File: config.mk
export PLATFORM = sky130hd
export DESIGN_NAME = pipe_ctrl
export DESIGN_NICKNAME = d
export VERILOG_FILES = /design/src/rtl/y86_pkg.sv /design/src/rtl/pipe_ctrl_sat_cnt.sv /design/src/rtl/pipe_ctrl.sv
export SDC_FILE = /design/constraint.sdc
export NUM_CORES = 1
export LEC_CHECK = 0
export CORE_ASPECT_RATIO = 0.6
export CORE_MARGIN = 2
export CORE_UTILIZATION = 35
export DETAILED_ROUTE_END_ITERATION = 10
export HOLD_SLACK_MARGIN = 0.06
export PLACE_DENSITY = 0.73
export SKIP_LAST_GASP = 1
export SLEW_MARGIN = 20
export SYNTH_ARGS = -nofsm -noshare
export SYNTH_HDL_FRONTEND = slang
export SYNTH_SLANG_ARGS = --single-unit
File: constraint.sdc
create_clock -name clk -period 10.8 [get_ports clk]
set_input_delay 2.16 -clock clk [delete_from_list [all_inputs] [get_ports clk]]
set_output_delay 2.16 -clock clk [all_outputs]
set_load 0.01 [all_outputs]
File: src/rtl/y86_pkg.sv
// Shared Y86-64 constants used by the pipeline control unit and the
// pipeline registers it steers.
//
// Contents:
//   - icode encodings HALT (0x0) through POPQ (0xB)
//   - RNONE register id (0xF)
//   - status codes AOK/HLT/ADR/INS
//   - control FSM state type
//   - isExc(): true for statuses that must stop the pipeline
package y86_pkg;

    localparam logic [3:0] HALT   = 4'h0;
    localparam logic [3:0] NOP    = 4'h1;
    localparam logic [3:0] RRMOVQ = 4'h2;
    localparam logic [3:0] IRMOVQ = 4'h3;
    localparam logic [3:0] RMMOVQ = 4'h4;
    localparam logic [3:0] MRMOVQ = 4'h5;
    localparam logic [3:0] OPQ    = 4'h6;
    localparam logic [3:0] JXX    = 4'h7;
    localparam logic [3:0] CALL   = 4'h8;
    localparam logic [3:0] RET    = 4'h9;
    localparam logic [3:0] PUSHQ  = 4'hA;
    localparam logic [3:0] POPQ   = 4'hB;

    localparam logic [3:0] RNONE  = 4'hF;

    localparam logic [2:0] AOK    = 3'd1;
    localparam logic [2:0] HLT    = 3'd2;
    localparam logic [2:0] ADR    = 3'd3;
    localparam logic [2:0] INS    = 3'd4;

    typedef enum logic {
        S_RUN    = 1'b0,
        S_HALTED = 1'b1
    } ctrl_state_t;

    // A status that leaves the machine unable to continue: halt,
    // bad address or illegal instruction.
    function automatic logic isExc(input logic [2:0] stat);
        return (stat == ADR) || (stat == INS) || (stat == HLT);
    endfunction

endpackage

File: src/rtl/pipe_ctrl_sat_cnt.sv
// Saturating up-counter used for the pipeline performance counters.
//
// Ports:
//   clk  - clock, counts on posedge
//   rst  - asynchronous active-high clear
//   inc  - count enable for this cycle
//   q    - current count; sticks at all-ones instead of wrapping
module sat_cnt #(
    parameter int CNT_W = 32
) (
    input  logic             clk,
    input  logic             rst,
    input  logic             inc,
    output logic [CNT_W-1:0] q
);

    logic [CNT_W-1:0] cnt_q;
    logic [CNT_W-1:0] cnt_d;

    // Advance only when enabled and not already at the ceiling.
    always_comb begin
        cnt_d = cnt_q;
        if (inc && (cnt_q != {CNT_W{1'b1}})) begin
            cnt_d = cnt_q + {{(CNT_W-1){1'b0}}, 1'b1};
        end
    end

    always_ff @(posedge clk or posedge rst) begin
        if (rst) begin
            cnt_q <= '0;
        end else begin
            cnt_q <= cnt_d;
        end
    end

    assign q = cnt_q;

endmodule

File: src/rtl/pipe_ctrl.sv
// Pipeline control unit for the 5-stage Y86-64 pipeline.
//
// Looks at the D/E/M/W stage contents, detects load/use, ret and
// mispredict hazards plus exceptions, and drives the stall/bubble/set_cc
// controls of the pipeline registers. Once an exceptional status reaches
// W the unit freezes the machine in HALTED and records that status.
//
// Ports:
//   clk, rst                    - clock, async active-high reset
//   D_icode, E_icode, M_icode   - icodes held in the D/E/M registers
//   E_dstM                      - load destination of the E instruction
//   d_srcA, d_srcB              - source registers being decoded
//   e_Cnd                       - branch condition from execute
//   m_stat, W_stat              - memory-stage / W-register status
//   F_stall, D_stall, W_stall   - register hold controls
//   D_bubble, E_bubble, M_bubble- register NOP-insert controls
//   set_cc                      - condition-code write enable
//   cpu_stat, halted            - final status and halt flag
//   cyc_cnt, lu_cnt, mp_cnt, ret_cnt - saturating performance counters
module pipe_ctrl
    import y86_pkg::*;
#(
    parameter int CNT_W = 32
) (
    input  logic             clk,
    input  logic             rst,
    input  logic [3:0]       D_icode,
    input  logic [3:0]       E_icode,
    input  logic [3:0]       M_icode,
    input  logic [3:0]       E_dstM,
    input  logic [3:0]       d_srcA,
    input  logic [3:0]       d_srcB,
    input  logic             e_Cnd,
    input  logic [2:0]       m_stat,
    input  logic [2:0]       W_stat,
    output logic             F_stall,
    output logic             D_stall,
    output logic             D_bubble,
    output logic             E_bubble,
    output logic             M_bubble,
    output logic             W_stall,
    output logic             set_cc,
    output logic [2:0]       cpu_stat,
    output logic             halted,
    output logic [CNT_W-1:0] cyc_cnt,
    output logic [CNT_W-1:0] lu_cnt,
    output logic [CNT_W-1:0] mp_cnt,
    output logic [CNT_W-1:0] ret_cnt
);

    ctrl_state_t state_q;
    ctrl_state_t state_d;
    logic [2:0]  cpuStat_q;
    logic [2:0]  cpuStat_d;

    logic luHaz;
    logic retHaz;
    logic mpHaz;
    logic mExc;
    logic wExc;
    logic running;

    // Hazard detection. Invalid icodes (>0xB) never equal any constant,
    // so they fall out as non-matching without extra logic.
    always_comb begin
        luHaz  = ((E_icode == MRMOVQ) || (E_icode == POPQ)) &&
                 (E_dstM != RNONE) &&
                 ((E_dstM == d_srcA) || (E_dstM == d_srcB));
        retHaz = (D_icode == RET) || (E_icode == RET) || (M_icode == RET);
        mpHaz  = (E_icode == JXX) && !e_Cnd;
        mExc   = isExc(m_stat);
        wExc   = isExc(W_stat);
    end

    // Counters and the halt transition only advance while the machine is
    // actually executing, never while reset is held.
    assign running = (state_q == S_RUN) && !rst;

    // Next state: an exception arriving in W halts the machine for good
    // and captures its status; only reset brings it back.
    always_comb begin
        state_d   = state_q;
        cpuStat_d = cpuStat_q;
        if ((state_q == S_RUN) && wExc) begin
            state_d   = S_HALTED;
            cpuStat_d = W_stat;
        end
    end

    // Control outputs. A load/use stall takes priority over the ret
    // bubble so D is never both stalled and bubbled.
    always_comb begin
        F_stall  = 1'b0;
        D_stall  = 1'b0;
        D_bubble = 1'b0;
        E_bubble = 1'b0;
        M_bubble = 1'b0;
        W_stall  = 1'b0;
        set_cc   = 1'b0;
        if (rst) begin
            D_bubble = 1'b1;
            E_bubble = 1'b1;
            M_bubble = 1'b1;
        end else if (state_q == S_HALTED) begin
            F_stall  = 1'b1;
            D_stall  = 1'b1;
            W_stall  = 1'b1;
            E_bubble = 1'b1;
            M_bubble = 1'b1;
        end else begin
            F_stall  = luHaz | retHaz;
            D_stall  = luHaz;
            D_bubble = mpHaz | (retHaz & !luHaz);
            E_bubble = mpHaz | luHaz;
            M_bubble = mExc | wExc;
            W_stall  = wExc;
            set_cc   = (E_icode == OPQ) && !mExc && !wExc;
        end
    end

    always_ff @(posedge clk or posedge rst) begin
        if (rst) begin
            state_q   <= S_RUN;
            cpuStat_q <= AOK;
        end else begin
            state_q   <= state_d;
            cpuStat_q <= cpuStat_d;
        end
    end

    assign cpu_stat = cpuStat_q;
    assign halted   = (state_q == S_HALTED);

    // A mispredict bubble outranks a ret bubble when both apply, so the
    // ret counter only sees cycles where ret alone caused the bubble.
    sat_cnt #(.CNT_W(CNT_W)) uCycCnt (
        .clk (clk),
        .rst (rst),
        .inc (running),
        .q   (cyc_cnt)
    );

    sat_cnt #(.CNT_W(CNT_W)) uLuCnt (
        .clk (clk),
        .rst (rst),
        .inc (running && luHaz),
        .q   (lu_cnt)
    );

    sat_cnt #(.CNT_W(CNT_W)) uMpCnt (
        .clk (clk),
        .rst (rst),
        .inc (running && mpHaz),
        .q   (mp_cnt)
    );

    sat_cnt #(.CNT_W(CNT_W)) uRetCnt (
        .clk (clk),
        .rst (rst),
        .inc (running && retHaz && !luHaz && !mpHaz),
        .q   (ret_cnt)
    );

endmodule

# Yosys cells after proc, flatten, opt, wreduce, memory -nomap -nowiden
# Index checks and enable logic that the tools add are counted.
# Widths: inputs -> output; s select.
[totals] output_inout_bits=139 inputBits=33 elab_cells=80 ff_bits=132
[op_classes] n_reduce_logical=30 mux=14 eq_ne=20 add_sub_neg=4 n_bitwise=6
[ops] cell="$add 32x1->32 const B" count=4
[ops] cell="$ne 32x32->1 const B" count=4
[ops] cell="$eq 4x4->1 const B" count=4
[ops] cell="$logic_and 1x1->1" count=16
[ops] cell="$mux 1" count=14
[ops] cell="$eq 3x2->1 const B" count=4
[ops] cell="$eq 4x3->1 const B" count=3
[ops] cell="$eq 4x4->1" count=2
[ops] cell="$logic_or 1x1->1" count=8
[ops] cell="$eq 3x3->1 const B" count=2
[ops] cell="$logic_not 1->1" count=6
[ops] cell="$ne 4x4->1 const B" count=1
[ops] cell="$or 1x1->1" count=4
[ops] cell="$and 1x1->1" count=1
[ops] cell="$not 1->1" count=1

# Depth between registers and ports, before layout
# Gate-level depths: netlist of run 1.
[depth] ltp_word=9 mapped_depth=9 mapped_depth_nobuf=7

# Hierarchy
# Synthesis of run 1 repeated with hierarchy kept, for this count alone.
[unflattened] hier_cells=629 area_unflattened_um2=6822.8
[modules_own_cells] mod="sat_cnt at uCycCnt ..." cells_per_inst=139 area_each_um2=1561.5 n_inst=3 seq_area_each_um2=800.8
[modules_own_cells] mod="sat_cnt at uLuCnt" cells_per_inst=153 area_each_um2=1635.3 n_inst=1 seq_area_each_um2=800.8
[modules_own_cells] mod="pipe_ctrl" cells_per_inst=59 area_each_um2=503.0 n_inst=1 seq_area_each_um2=101.3

# Least setup slack after synthesis of run 1
# No wires, ideal clock.
[synth_timing] path_type="in2out" start="in rst" end="out D_bubble" t_required_ns=8.640 path_buffers=0 arrival_ns=5.645 slack_ns=2.995 stages=2 path_cell_list="inv_1 -> o21ai_0"
[synth_between] elab_chain_len=1
[synth_lines] item="start: declaration" line_no="pipe_ctrl.sv:26" source="input logic rst,"
[synth_lines] item="$mux 1" line_no="pipe_ctrl.sv:100" source="if (rst) begin"
[synth_lines] item="end: declaration" line_no="pipe_ctrl.sv:38" source="output logic D_bubble,"
# Every way passes these cells.

# Final worst setup path of run 1
[layout_timing] start="in E_icode[2]" end="out F_stall"
[layout_between] elab_chain_len=7 elab_cells_between_ends=11 cone_classes="eq/ne: 3; mux: 2; bitwise: 1; reduce/logical: 5"
[layout_lines] item="start: declaration" line_no="pipe_ctrl.sv:28" source="input logic [3:0] E_icode,"
[layout_lines] item="$eq 4x3->1 or $eq 4x4->1 (tied branches)" line_no="pipe_ctrl.sv:66" source="luHaz = ((E_icode == MRMOVQ) || (E_icode == POPQ)) &&"
[layout_lines] item="$logic_or 1x1->1" line_no="pipe_ctrl.sv:66"
[layout_lines] item="$logic_and 1x1->1" line_no="pipe_ctrl.sv:66"
[layout_lines] item="$logic_and 1x1->1" line_no="pipe_ctrl.sv:67" source="(E_dstM != RNONE) &&"
[layout_lines] item="$or 1x1->1 (*)" line_no="pipe_ctrl.sv:111" source="F_stall = luHaz | retHaz;"
[layout_lines] item="$mux 1 (*)" line_no="pipe_ctrl.sv:104" source="end else if (state_q == S_HALTED) begin"
[layout_lines] item="$mux 1 (*)" line_no="pipe_ctrl.sv:100"
[layout_lines] item="end: declaration" line_no="pipe_ctrl.sv:36" source="output logic F_stall,"
# Mark *: on every way between the ends. The rest lies on a longest branch, timed or not.

==> qor.csv, run 1 <==
metric,value,unit
outcome,completed,
max-vdd-ir-drop,0.0854,mV
clock_skew,0.0112,ns
crit_arrival,4.46,ns
final_cell_mix,"clkdlybuf4s50_1, dfrtp_1, xnor2_1",
wl,16.8,mm
die_w,179,microns
fp.dieH,109,microns
fin_crit_sh,61.3,%
critPathRequiredTime,8.64,ns
grt_pass1_wl,27.1,mm
critPathLaunchType,primary input,
drc,0,
cts_hold_buf,0,
routedWlPerCell,16.3,microns
dr_wl_met2,6.87,mm
drive_gt1_share,6.80,%
synthArstFlopShare,100,%
grt_pass1_vias,5037,
drtPass1Iterations,4,
post_cts_resized,0,
area_delta_synth_final,40.0,%
fin_crit,6.62,ns
synthCells,600,
postCtsSetupRepairBufs,0,
syn_avg_cell_area,10.7,sq um
crit_path_end_kind,output pin,
die_area,19500,sq um
grt_setup_unrepaired,no,
num_rows,38,
grt_overflow_total,0,
synth_edf_count,0,
grt_max_degree,55,
tns,0,ns
htree_levels,4,
root_buffer,clkbuf_16,
mappedNetlistArea,6440,sq um
gp_congestion,0.865,
path_max_fanout,7,
syn-num-nets,637,
path_clk_slew,0.06,ns
crit_chain,clkdlybuf4s50_1 > nor3b_1 > o211ai_1 > a21oi_1 > nor2_1 > a21oi_1 > clkdlybuf4s50_1,
cp_top_family,buffers and inverters,
ios,172,
r2r_start,halted,
clkLatencyLatePin,0.41,ns
insertedDiodeCount,0,
yosysWarnings,0,
hold_viol_final,0,
worstHoldStart,uRetCnt.q[27],
port_buffers,171,
vias,5147,
ant_nets,0,
numCtsBuffers,17,
powerDensity,129,nW/um^2
drtIter0Drc,363,
worst_slew_pin_slew,1.09,ns
initial_core_util,35.7,%
fin_util,49.9,%
dr.max_layer_used,met4,
r2r-end,uRetCnt.q[30],
cts_buffer_depth,2,
clkSinkCount,132,
synth_flop_cell,dfrtp_1,
finalNetCount,818,
met1_length,8.90,mm
cap_violations,0,
leakagePower,3.84,nW
yosysSeqAreaShare,51.3,%
min_to,uRetCnt.q[27],
critPathKind,in2out,
setup_viol_count_final,0,
slowest_stage,a21oi_1,
cp_slowest_stage_delay,0.56,ns
slew_viol_final,0,
vias_per_cell,4.98,
hp-class,reg2reg,
ff2ff_path_depth,5,
mostFrequentLayoutCell,clkdlybuf4s50_1,
cp_num_buf_inv,2,
slew-limit-headroom,27.2,%
groute.usage.overall,17.9,%
whs_path_depth,1,
core,18100,sq um
ys_ff_latch,132,
max_freq,151,MHz
grt_antenna_before_repair,0,
ys_types,49,
rrSetupSlack,7.86,ns
wl_met3,973,microns
dp_hpwl,12.4,mm
tritoncts,yes,
-- sequential cells by signal, indices dropped and copies added, names as in the netlist --
signal     cells
halted         1
uLuCnt.q      32
uCycCnt.q     32
uMpCnt.q      32
uRetCnt.q     32
cpu_stat       3
-- through the flow --
step | instance area [sq um] | power, W | instances | hold WS [ns] | setup WS, ns
2_1_floorplan | 6440 | 0.000540 | 600 | 0.515 | 2.99
3_3_place_gp | 8400 | 0.000575 | 1002 | 0.477 | 4.32
3_5_place_dp | 8400 | 0.000576 | 1002 | 0.485 | 4.16
4_1_cts | 9010 | 0.00118 | 1034 | 0.495 | 4.15
5_1_grt | 9010 | 0.00121 | 1034 | 0.506 | 3.94
6_report | 9010 | 0.00117 | 1034 | 0.492 | 4.18
-- layout make-up --
type	instances	area [sq um]
Timing Repair Buffer	173	1730
Fill cell	1629	9050
Sequential cell	132	3300
Clock buffer	18	439
Tap cell	240	300
Multi-Input combinational cell	447	3030
Inverter	10	40.0
Clock inverter	14	176
-- per-layer routing --
metal / vias up / GRT usage, %
met5: - / 0
met4: 0 / 3.74
met3: 10 / 4.50
met2: 128 / 24.9
met1: 2507 / 27.6
li1: 2502 / -
-- worst register-to-register path, stage by stage, from the launching register on --
cell,delay (ns)
dfrtp_1,0.49
or2_0,0.52
or3_4,0.50
nor3b_2,0.87
nand4_1,0.25
xnor2_1,0.19
-- synth_stat cells, types with 9 or more instances --
cell / n / area, sq um
and3_1: 27 / 169
and4_1: 15 / 131
dfrtp_1: 131 / 3280
inv_1: 10 / 37.5
nand2_1: 43 / 161
nand3_1: 53 / 265
nand4_1: 46 / 288
nor2_1: 34 / 128
nor3_1: 18 / 90.1
nor4_1: 9 / 56.3
xnor2_1: 93 / 815
xor2_1: 39 / 342
-- worst max path at each step --
stage / from / end / slack (ns) / cells past startpoint
after detailed placement: E_icode[2] / F_stall / 4.16 / 7
after floorplan: rst / D_bubble / 2.99 / 2
after CTS: E_icode[2] / F_stall / 4.15 / 7
final: E_icode[2] / F_stall / 4.18 / 7
after global placement: W_stat[2] / set_cc / 4.32 / 7
after global routing: E_icode[2] / F_stall / 3.94 / 7
-- report_power, final --
part	internal (W)	switching (W)	total [W]	leakage, nW
Clock	0.000372	0.000228	0.000600	0.297
Combinational	0.0000305	0.0000263	0.0000568	1.74
Sequential	0.000501	0.00000802	0.000509	1.80
Total	0.000904	0.000262	0.00117	3.84
-- cell families (layout without fill, tap and decap cells) --
| kind of cell | Yosys count | in the layout | synth area share (%) |
|---|---|---|---|
| fa+ha+maj | 4 | 4 | 0.777 |
| flops | 132 | 132 | 51.3 |
| mux | 4 | 4 | 0.699 |
| compound gates | 17 | 17 | 1.67 |
| simple gates | 290 | 290 | 25.9 |
| xor+xnor | 132 | 132 | 17.9 |
| buf+inv | 21 | 215 | 1.69 |
Power figures use the tool's default switching activity.
==> run 2: changes to the inputs <==
==> constraint.sdc (replaced) <==
create_clock -name clk -period 6.89 [get_ports clk]
set_input_delay 1.378 -clock clk [delete_from_list [all_inputs] [get_ports clk]]
set_output_delay 1.378 -clock clk [all_outputs]
set_load 0.01 [all_outputs]
==> qor.csv, run 2 (same netlist as run 1, synthesis figures left out) <==
metric,value,unit
dp_hpwl,12.6,mm
drtPass1Iterations,4,
insertedDiodeCount,0,
path_max_fanout,7,
max-vdd-ir-drop,0.150,mV
critPathKind,in2out,
critPathLaunchType,primary input,
port_buffers,171,
cp_slowest_stage_delay,0.68,ns
critPathRequiredTime,5.51,ns
vias_per_cell,5.05,
cp_num_buf_inv,2,
num_rows,38,
cp_top_family,buffers and inverters,
tns,0,ns
ant_nets,0,
finalNetCount,819,
hold_viol_final,0,
ios,172,
slowest_stage,a21oi_1,
grt_pass1_vias,5122,
fin_util,50.2,%
final_cell_mix,"clkdlybuf4s50_1, dfrtp_1, xnor2_1",
drc,0,
htree_levels,4,
slew_viol_final,0,
core,18100,sq um
clkSinkCount,132,
clkLatencyLatePin,0.41,ns
drive_gt1_share,6.92,%
fin_crit_sh,74.6,%
cts_buffer_depth,2,
grt_antenna_before_repair,0,
root_buffer,clkbuf_16,
crit_arrival,3.77,ns
powerDensity,211,nW/um^2
crit_path_end_kind,output pin,
numCtsBuffers,17,
outcome,completed,
die_w,179,microns
hp-class,reg2reg,
mostFrequentLayoutCell,clkdlybuf4s50_1,
slew-limit-headroom,31.3,%
post_cts_resized,0,
cap_violations,0,
die_area,19500,sq um
grt_setup_unrepaired,no,
cts_hold_buf,0,
routedWlPerCell,16.3,microns
groute.usage.overall,18.2,%
setup_viol_count_final,0,
grt_pass1_wl,27.5,mm
wl,16.9,mm
leakagePower,3.86,nW
clock_skew,0.0121,ns
fin_crit,5.14,ns
drtIter0Drc,325,
place_area,8410,sq um
max_freq,194,MHz
stdcell_area,9070,sq um
worst_slew_pin_slew,1.02,ns
area_delta_synth_final,40.9,%
fp.dieH,109,microns
grt_max_degree,63,
hold_slack,0.485,ns
crit_chain,clkdlybuf4s50_1 > xnor2_1 > nand4_1 > a21oi_1 > nor2_1 > a21oi_1 > clkdlybuf4s50_1,
rrSetupSlack,4.06,ns
grt_overflow_total,0,
initial_core_util,35.7,%
postCtsSetupRepairBufs,0,
path_clk_slew,0.06,ns
gp_congestion,0.801,
tritoncts,yes,
vias,5230,
run 2: cell type report:
class | instances | area [sq um]
fill | 1642 | 8990
sequential | 132 | 3300
multi-input combinational | 447 | 3030
timing repair buffer | 174 | 1730
clock buffer | 18 | 439
tap | 240 | 300
clock inverter | 14 | 223
inverter | 10 | 40.0
run 2: metrics by stage:
step	std cells	worst slack [ns]	power, W
after floorplan	600	0.649	0.000846
after detailed placement	1003	1.86	0.000901
after global placement	1003	2.00	0.000901
final	1035	1.75	0.00191
after CTS	1035	1.84	0.00194
after global routing	1035	1.56	0.00198
run 2: worst paths after layout:
check,from,depth (start not counted),endpoint
max,E_dstM[2],7,F_stall
min,uRetCnt.q[27],1,uRetCnt.q[27]
max reg2reg,halted,6,uMpCnt.q[21]
min reg2reg,uRetCnt.q[27],1,uRetCnt.q[27]
max in group asynchronous,rst,3,uCycCnt.q[20]
min in group asynchronous,rst,2,uLuCnt.q[30]
run 2: worst reg2reg max path: cells and delay by family, from the launching register on:
family	cells	cell delay [ns]
compound gates	1	0.82
flops	1	0.48
xor+xnor	1	0.18
simple gates	4	1.29
run 2: layer usage:
layer,track usage [%],up-vias,part of all wire [%]
li1,-,2516,-
met3,5.44,7,5.7
met1,27.7,2568,52
met2,25.4,139,42
met5,0,-,0
met4,3.05,0,0.36
run 2: where the power goes:
part	internal, W	switching [W]
clock	0.000658	0.000368
sequential	0.000786	0.0000115
combinational	0.0000478	0.0000414
==> run 3: changes to the inputs <==
--- a/config.mk
+++ b/config.mk
@@ -10,7 +10,7 @@
 export CORE_UTILIZATION = 35
 export DETAILED_ROUTE_END_ITERATION = 10
 export HOLD_SLACK_MARGIN = 0.06
-export PLACE_DENSITY = 0.73
+export PLACE_DENSITY = 0.75
 export SKIP_LAST_GASP = 1
 export SLEW_MARGIN = 20
 export SYNTH_ARGS = -nofsm -noshare
==> constraint.sdc (replaced) <==
create_clock -name clk -period 4.5 [get_ports clk]
set_input_delay 0.9 -clock clk [delete_from_list [all_inputs] [get_ports clk]]
set_output_delay 0.9 -clock clk [all_outputs]
set_load 0.01 [all_outputs]
==> qor.csv, run 3 (same netlist as run 1, synthesis figures left out) <==
metric,value,unit
outcome,completed,
crit_path_end_kind,output pin,
dp_hpwl,12.4,mm
r2r-end,uLuCnt.q[8],
multi_input_area,3030,sq um
grt_antenna_before_repair,0,
worst_slew_pin_slew,0.857,ns
leakagePower,3.85,nW
fp.dieH,109,microns
max_freq,244,MHz
die_area,19500,sq um
path_max_fanout,7,
max-vdd-ir-drop,0.185,mV
root_buffer,clkbuf_16,
drive_gt1_share,7.38,%
vias_per_cell,5.12,
grt_pass1_wl,27.2,mm
fin_util,50.0,%
grt_pass1_vias,5128,
grt_setup_unrepaired,no,
critPathRequiredTime,3.60,ns
final.fill_count,1626,
gp_congestion,0.821,
mostFrequentLayoutCell,clkdlybuf4s50_1,
whs_path_depth,1,
postCtsSetupRepairBufs,0,
cap_violations,0,
tritoncts,yes,
cts_hold_buf,0,
area_delta_synth_final,40.3,%
numCtsBuffers,17,
total_power,0.00276,W
hold_slack,0.494,ns
grt_max_degree,67,
htree_levels,4,
dp_slack,0.460,ns
port_buffers,171,
clock_skew,0.00935,ns
setup_viol_count_final,0,
drtPass1Iterations,5,
critPathKind,in2out,
wl,16.7,mm
post_cts_resized,0,
fin_crit_sh,90.9,%
initial_core_util,35.7,%
hp-class,reg2reg,
path_clk_slew,0.05,ns
die_w,179,microns
crit_arrival,3.19,ns
slew_viol_final,0,
tns,0,ns
clkLatencyLatePin,0.41,ns
r2r_start,uLuCnt.q[4],
powerDensity,305,nW/um^2
drtIter0Drc,390,
rrSetupSlack,1.80,ns
vias,5318,
hold_viol_final,0,
min_to,uRetCnt.q[27],
ant_nets,0,
cts_buffer_depth,2,
ff2ff_path_depth,6,
worst_slack,0.410,ns
worstHoldStart,uRetCnt.q[27],
fin_crit,4.09,ns
groute.usage.overall,17.8,%
core,18100,sq um
grt_overflow_total,0,
routedWlPerCell,16.1,microns
finalNetCount,825,
insertedDiodeCount,0,
num_rows,38,
drc,0,
critPathLaunchType,primary input,
final_cell_mix,"clkdlybuf4s50_1, dfrtp_1, xnor2_1",
regArea,3300,sq um
slew-limit-headroom,42.9,%
clkSinkCount,132,
ios,172,
run 3: worst max-delay path: stages:
cell and delay, ns:
clkdlybuf4s50_1 0.54, xnor2_1 0.15, nand4_1 0.16, a21oi_1 0.60
nor2_1 0.12, a21oi_1 0.17, clkdlybuf4s50_1 0.56
run 3: metrics by stage:
stage	cell area, sq um	std cells
finish	9040	1039
global route	9040	1039
CTS	9040	1039
detailed placement	8450	1009
global placement	8450	1009
floorplan	6440	600
run 3: report_power, final:
group / internal (W) / total [W] / leakage (nW) / switching [W]
Combinational: 0.0000739 / 0.000136 / 1.78 / 0.0000625
Sequential: 0.00120 / 0.00122 / 1.80 / 0.0000181
Clock: 0.000865 / 0.00140 / 0.277 / 0.000537
run 3: cell type report:
type / instances / share of cell area, %
clock buffer: 17 / 4.71
inverter: 10 / 0.457
multi-input combinational: 447 / 33.5
timing repair buffer: 180 / 19.7
clock inverter: 13 / 1.79
tap: 240 / 3.32
sequential: 132 / 36.6
run 3: worst max-delay path by stage:
stage	from	endpoint
after floorplan	rst	D_bubble
after global placement	E_dstM[2]	F_stall
after detailed placement	E_dstM[3]	F_stall
after CTS	E_icode[2]	F_stall
after global routing	E_dstM[2]	F_stall
final	E_dstM[3]	F_stall
run 3: per-layer routing:
layer  share of wire (%)  track usage [%]  vias up  wire length (microns)
met3                 6.0             4.64       11                    998
met5                   0                0        -                      0
met1                  51             26.6     2628                   8470
met2                  43             25.7      170                   7160
li1                    -                -     2509                      -
met4                0.60             3.69        0                    100
